### config.mk
export PLATFORM = sky130hd
export DESIGN_NAME = slot_scheduler
export DESIGN_NICKNAME = d
export VERILOG_FILES = /design/src/rtl/slot_scheduler.sv
export SDC_FILE = /design/constraint.sdc
export NUM_CORES = 1
export LEC_CHECK = 0
export CAP_MARGIN = 20
export CORE_ASPECT_RATIO = 1.1
export CORE_MARGIN = 5
export CORE_UTILIZATION = 59
export CTS_BUF_LIST = sky130_fd_sc_hd__clkbuf_8
export CTS_CLUSTER_SIZE = 12
export DETAILED_ROUTE_END_ITERATION = 10
export PLACE_DENSITY_LB_ADDON = 0.25
export SLEW_MARGIN = 25
export SYNTH_ARGS = -nofsm -noshare
export SYNTH_HDL_FRONTEND = slang
export SYNTH_SLANG_ARGS = --single-unit
### constraint.sdc
create_clock -name SYS_CLK -period 5.41 [get_ports SYS_CLK]
set_input_delay 1.082 -clock SYS_CLK [delete_from_list [all_inputs] [get_ports SYS_CLK]]
set_output_delay 1.082 -clock SYS_CLK [all_outputs]
set_load 0.01 [all_outputs]
### src/rtl/slot_scheduler.sv
// slot_scheduler: TDMA frame timer. Divides SYS_CLK into slots and slots into
// frames, aligns to SYNC_IN and tracks lock. It also holds double-buffered TX/RX
// slot configuration that only takes effect at frame boundaries.
module slot_scheduler #(
  parameter int FRAME_LEN = 100,
  parameter int TICK_DIV  = 16,
  parameter int MISS_MAX  = 4
) (
  input  logic       SYS_CLK,
  input  logic       RST_N,
  input  logic       START,
  input  logic       SYNC_IN,
  input  logic       CFG_WE,
  input  logic       CFG_SEL,
  input  logic [7:0] CFG_SLOT,
  input  logic       CFG_EN,
  output logic [6:0] TIME,
  output logic [7:0] TX_SLOT,
  output logic [7:0] RX_SLOT,
  output logic       TXSLOT_EN,
  output logic       RXSLOT_EN,
  output logic       FRAME_START,
  output logic       LOCKED,
  output logic       CFG_ERR
);

  localparam int DIV_W  = (TICK_DIV < 2) ? 1 : $clog2(TICK_DIV);
  localparam int MISS_W = (MISS_MAX < 1) ? 1 : $clog2(MISS_MAX + 1);

  localparam logic [DIV_W-1:0]  LAST_DIV   = DIV_W'(TICK_DIV - 1);
  localparam logic [6:0]        LAST_SLOT  = 7'(FRAME_LEN - 1);
  localparam logic [7:0]        SLOT_LIMIT = 8'(FRAME_LEN);
  localparam logic [MISS_W-1:0] MISS_SAT   = MISS_W'(MISS_MAX);

  typedef enum logic [1:0] {
    IDLE      = 2'd0,
    WAIT_SYNC = 2'd1,
    RUN       = 2'd2
  } state_t;

  state_t            state_reg, state_next;
  logic [DIV_W-1:0]  div_reg, div_next;
  logic [6:0]        time_reg, time_next;
  logic              fs_reg, fs_next;
  logic              locked_reg, locked_next;
  logic [MISS_W-1:0] miss_reg, miss_next;
  logic              cfg_err_reg, cfg_err_next;

  logic              tick_end;
  logic              frame_end;
  logic [MISS_W-1:0] miss_inc;
  logic              cfg_bad;
  logic              cfg_ok;
  logic              run_next;

  assign tick_end  = (div_reg == LAST_DIV);
  assign frame_end = tick_end && (time_reg == LAST_SLOT);
  assign miss_inc  = miss_reg + 1'b1;
  assign cfg_bad   = (CFG_SLOT >= SLOT_LIMIT);
  assign cfg_ok    = CFG_WE && !cfg_bad;
  assign run_next  = (state_next == RUN);

  // State register
  always_ff @(posedge SYS_CLK or negedge RST_N) begin
    if (!RST_N) begin
      state_reg <= IDLE;
    end else begin
      state_reg <= state_next;
    end
  end

  // Next state plus next values of slot timing, frame strobe and lock tracking
  always_comb begin
    state_next   = state_reg;
    div_next     = div_reg;
    time_next    = time_reg;
    fs_next      = 1'b0;
    locked_next  = locked_reg;
    miss_next    = miss_reg;
    cfg_err_next = CFG_WE && cfg_bad;
    unique case (state_reg)
      IDLE: begin
        div_next    = '0;
        time_next   = '0;
        locked_next = 1'b0;
        miss_next   = '0;
        if (START) state_next = WAIT_SYNC;
      end
      WAIT_SYNC: begin
        div_next    = '0;
        time_next   = '0;
        locked_next = 1'b0;
        miss_next   = '0;
        if (!START) begin
          state_next = IDLE;
        end else if (SYNC_IN) begin
          state_next  = RUN;
          fs_next     = 1'b1;
          locked_next = 1'b1;
        end
      end
      RUN: begin
        if (!START) begin
          state_next  = IDLE;
          div_next    = '0;
          time_next   = '0;
          locked_next = 1'b0;
          miss_next   = '0;
        end else if (SYNC_IN && !frame_end) begin
          // Misaligned sync: restart the frame immediately and drop lock
          div_next    = '0;
          time_next   = '0;
          fs_next     = 1'b1;
          locked_next = 1'b0;
          miss_next   = '0;
        end else if (tick_end) begin
          div_next = '0;
          if (frame_end) begin
            time_next = '0;
            fs_next   = 1'b1;
            if (SYNC_IN) begin
              locked_next = 1'b1;
              miss_next   = '0;
            end else if (miss_reg != MISS_SAT) begin
              miss_next = miss_inc;
              if (miss_inc == MISS_SAT) locked_next = 1'b0;
            end else begin
              locked_next = 1'b0;
            end
          end else begin
            time_next = time_reg + 7'd1;
          end
        end else begin
          div_next = div_reg + 1'b1;
        end
      end
      default: begin
        state_next = IDLE;
      end
    endcase
  end

  // Timing, strobe and status registers
  always_ff @(posedge SYS_CLK or negedge RST_N) begin
    if (!RST_N) begin
      div_reg     <= '0;
      time_reg    <= '0;
      fs_reg      <= 1'b0;
      locked_reg  <= 1'b0;
      miss_reg    <= '0;
      cfg_err_reg <= 1'b0;
    end else begin
      div_reg     <= div_next;
      time_reg    <= time_next;
      fs_reg      <= fs_next;
      locked_reg  <= locked_next;
      miss_reg    <= miss_next;
      cfg_err_reg <= cfg_err_next;
    end
  end

  // Channel 0 is TX, channel 1 is RX; each has a shadow and an active copy
  for (genvar gi = 0; gi < 2; gi++) begin : g_chan
    logic [7:0] shadow_slot_reg;
    logic       shadow_en_reg;
    logic [7:0] active_slot_reg;
    logic       active_en_reg;
    logic       wr_hit;

    assign wr_hit = cfg_ok && ((gi == 0) ? !CFG_SEL : CFG_SEL);

    // Shadow takes writes any time; active copies the pre-edge shadow only at
    // frame start, so a write landing on that same edge waits a full frame
    always_ff @(posedge SYS_CLK or negedge RST_N) begin
      if (!RST_N) begin
        shadow_slot_reg <= '0;
        shadow_en_reg   <= 1'b0;
        active_slot_reg <= '0;
        active_en_reg   <= 1'b0;
      end else begin
        if (wr_hit) begin
          shadow_slot_reg <= CFG_SLOT;
          shadow_en_reg   <= CFG_EN;
        end
        if (fs_next) begin
          active_slot_reg <= shadow_slot_reg;
          active_en_reg   <= shadow_en_reg;
        end else if (!run_next) begin
          active_en_reg <= 1'b0;
        end
      end
    end
  end

  assign TIME        = time_reg;
  assign FRAME_START = fs_reg;
  assign LOCKED      = locked_reg;
  assign CFG_ERR     = cfg_err_reg;
  assign TX_SLOT     = g_chan[0].active_slot_reg;
  assign TXSLOT_EN   = g_chan[0].active_en_reg;
  assign RX_SLOT     = g_chan[1].active_slot_reg;
  assign RXSLOT_EN   = g_chan[1].active_en_reg;

endmodule

==> load_flow_metrics.sql <==
INSERT INTO impl_metrics (metric_group, metric, value, unit) VALUES
('outcome', 'run_status', 'finished, final reports clean', ''),
('worst_setup_path', 'worst_ep_required_time', '5610', 'ps'),
('synthesis', 'async_flop_share', '100.0', '%'),
('worst_setup_path', 'timing.critical_path.slowest_stage_cell', 'sky130_fd_sc_hd__and3b_1', ''),
('die', 'fp-row-count', '25', ''),
('power', 'power_per_cell_area', '387.7', 'nW/um^2'),
('cells_and_area', 'layout.filler_cells', '294', ''),
('cells_and_area', 'largest_register_ff_count', '16', ''),
('placed_design', 'gp_congestion', '0.7869', ''),
('global_routing', 'grt_overflow', '0', ''),
('power', 'leakage', '0.001341', 'uW'),
('synthesis', 'ys_types', '34', ''),
('routing', 'via_per_inst', '5.637', ''),
('cells_and_area', 'drive_above_1_share', '18.07', '%'),
('synthesis', 'synth_top_flop_cell', 'sky130_fd_sc_hd__dfrtp_1', ''),
('worst_setup_path', 'worst_setup_path_start_kind', 'input pin', ''),
('die', 'die_h', '78.88', 'um'),
('die', 'die-area', '5728', 'sq um'),
('clock_network', 'cts_inserted_buffers', '5', ''),
('sta', 'final_hold_viol_count', '0', ''),
('clock_network', 'clock_slew_at_reported_path_ffs', '90', 'ps'),
('die', 'initial_core_util', '59.82', '%'),
('global_routing', 'maximum_number_of_pins_on_one_net_before_global_route_repair', '56', ''),
('sta', 'finalCritPeriodShare', '52.83', '%'),
('worst_setup_path', 'timing.critical_path.fanout_max', '9', ''),
('sta', 'finalMaxSlewViolations', '0', ''),
('die', 'boundaryPins', '43', ''),
('routing', 'detail_route.first_pass.iterations', '4', ''),
('synthesis', 'synth-seq-area-share', '54.08', '%'),
('synthesis', 'synth-seq-cells', '55', ''),
('routing', 'drt-wirelength-per-cell', '15.70', 'um'),
('sta', 'clock.fmax', '0.3499', 'GHz'),
('synthesis', 'synth_area_per_cell', '12.48', 'sq um'),
('synthesis', 'netlist.area_leader.share', '54.08', '%'),
('placed_design', 'post-place-ws', '2204', 'ps'),
('synthesis', 'synth_enable_flop_cells', '0', ''),
('placed_design', 'post_dp_cell_area', '2995', 'sq um'),
('worst_setup_path', 'timing.critical_path.cells', 'clkdlybuf4s50_1 -> or3_1 -> a31oi_1 -> and3b_1 -> mux2_2', ''),
('sta', 'relSlewSlack', '46.36', '%'),
('synthesis', 'synth_area', '2545', 'sq um'),
('global_routing', 'grt_util_all_layers', '18.31', '%'),
('run', 'maxCapViolCount', '0', ''),
('global_routing', 'global_route_wire_length_before_repair', '8286', 'um'),
('clock_network', 'cts_setup_buffers', '0', ''),
('power', 'ir_drop', '0.0003058', 'V'),
('clock_network', 'cts.repair.resized', '0', ''),
('cells_and_area', 'fin_nets', '273', ''),
('synthesis', 'netlist_instances', '204', ''),
('routing', 'first_iter_violations', '83', ''),
('clock_network', 'max-clock-path-buffers', '2', ''),
('sta', 'post-route-min-period', '2858', 'ps'),
('die', 'fp.dieW', '72.62', 'um'),
('sta', 'max_slew.worst_pin.slew', '804.7', 'ps'),
('worst_setup_path', 'worst_path_largest_cell_delay', '480', 'ps'),
('clock_network', 'cts_root_buffer', 'sky130_fd_sc_hd__clkbuf_8', ''),
('sta', 'rsz_0062_raised_after_global_routing', 'false', ''),
('global_routing', 'grt_pass1_vias', '1756', ''),
('placed_design', 'buffer_ports.inserted', '42', ''),
('sta', 'final.setup.tns', '0', 'ps'),
('clock_network', 'clk_latency', '300', 'ps'),
('hold_path', 'worst_hold_path_type', 'flop to flop', ''),
('synthesis', 'synth_fp_nets', '229', ''),
('global_routing', 'antenna_found_initial', '0', ''),
('worst_setup_path', 'critPathKind', 'input pin to flop', ''),
('routing', 'drc', '0', ''),
('cells_and_area', 'areaGrowthSynthToFinish', '22.91', '%'),
('sta', 'setup-violations-final', '0', ''),
('sta', 'layout_setup_ws', '2552', 'ps'),
('cells_and_area', 'num_antenna_cells', '0', ''),
('die', 'core_area', '4254', 'sq um'),
('synthesis', 'ys_warn_count', '0', '');
==> metal layers <==
metal | GRT usage [%] | routed length [um] | part of all wire [%]
met1 | 23.48 | 2115 | 44
met2 | 30.23 | 2388 | 50
met3 | 4.557 | 195 | 4.1
met4 | 5.904 | 58 | 1.2
met5 | 0 | 0 | 0
==> cell type report <==
cell class                      count  area [sq um]  share of cell area, %
Clock buffer                        5         68.82                  2.200
Clock inverter                      3         63.81                  2.040
Inverter                            8         30.03                 0.9600
Multi-Input combinational cell    135          1099                  35.12
Sequential cell                    55          1376                  44.00
Tap cell                           54         67.56                  2.160
Timing Repair Buffer               43         422.9                  13.52
==> cell families after synthesis <==
| family | count (synthesis) | share of synthesized area (%) |
|---|---|---|
| AOI/OAI and AO/OA | 36 | 9.882 |
| xor gates and xnor gates | 3 | 1.033 |
| adders and majority gates | 10 | 4.916 |
| buffers and inverters | 14 | 2.753 |
| DFF | 55 | 54.08 |
| muxes | 34 | 16.37 |
| and+or+nand+nor | 52 | 10.96 |
==> placed cells by master, fill, tap and decap left out, drive strengths merged, types with 3 or more instances in the layout <==
| cell | synthesis | routed |
|---|---|---|
| dfrtp | 55 | 55 |
| clkdlybuf4s50 | 0 | 41 |
| mux2 | 34 | 34 |
| nand2 | 13 | 13 |
| ha | 10 | 10 |
| inv | 8 | 9 |
| nor2 | 8 | 8 |
| o21ai | 8 | 8 |
| a21oi | 8 | 8 |
| nand3 | 8 | 8 |
| nand2b | 5 | 5 |
| clkbuf | 4 | 5 |
| o31ai | 4 | 4 |
| o311ai | 4 | 4 |
| nand3b | 3 | 3 |
| nor2b | 3 | 3 |
| a21o | 3 | 3 |
| nor3 | 3 | 3 |
| o41ai | 3 | 3 |
| xnor2 | 3 | 3 |
==> final timing paths <==
path,start,end,slack (ps),cells past startpoint
setup / recovery,CFG_SLOT[4],g_chan[0].shadow_slot_reg[4],2550,5
hold / removal,div_reg[3],div_reg[3],500,1
setup reg to reg,TIME[2],RX_SLOT[1],2790,4
hold reg to reg,div_reg[3],div_reg[3],500,1
max in group asynchronous,RST_N,state_reg[0],4050,2
min in group asynchronous,RST_N,miss_reg[2],890,2
==> stage by stage <==
stage / total power, uW / std cells / util (%) / hold WS [ps]
detailed placement: 912.9 / 295 / 70.41 / 481.2
global route: 1286 / 303 / 73.53 / 504.0
global placement: 901.5 / 295 / 70.41 / 469.5
floorplan: 746.1 / 204 / - / 444.3
finish: 1213 / 303 / 73.53 / 497.5
CTS: 1230 / 303 / 73.53 / 494.9
==> critical path: cells and delay by family <==
kind / cells / cell delay, ps
AO/OA/AOI/OAI: 1 / 260
multiplexers: 1 / 400
buffers and inverters: 1 / 440
AND/OR/NAND/NOR: 2 / 870
==> power breakdown <==
part / total (uW) / internal, uW / leakage, uW / switching, uW
Combinational: 352 / 212 / 0.000564 / 141
Sequential: 550 / 497 / 0.000708 / 53.5
Clock: 311 / 183 / 0.0000695 / 128
Power figures use the tool's default switching activity.
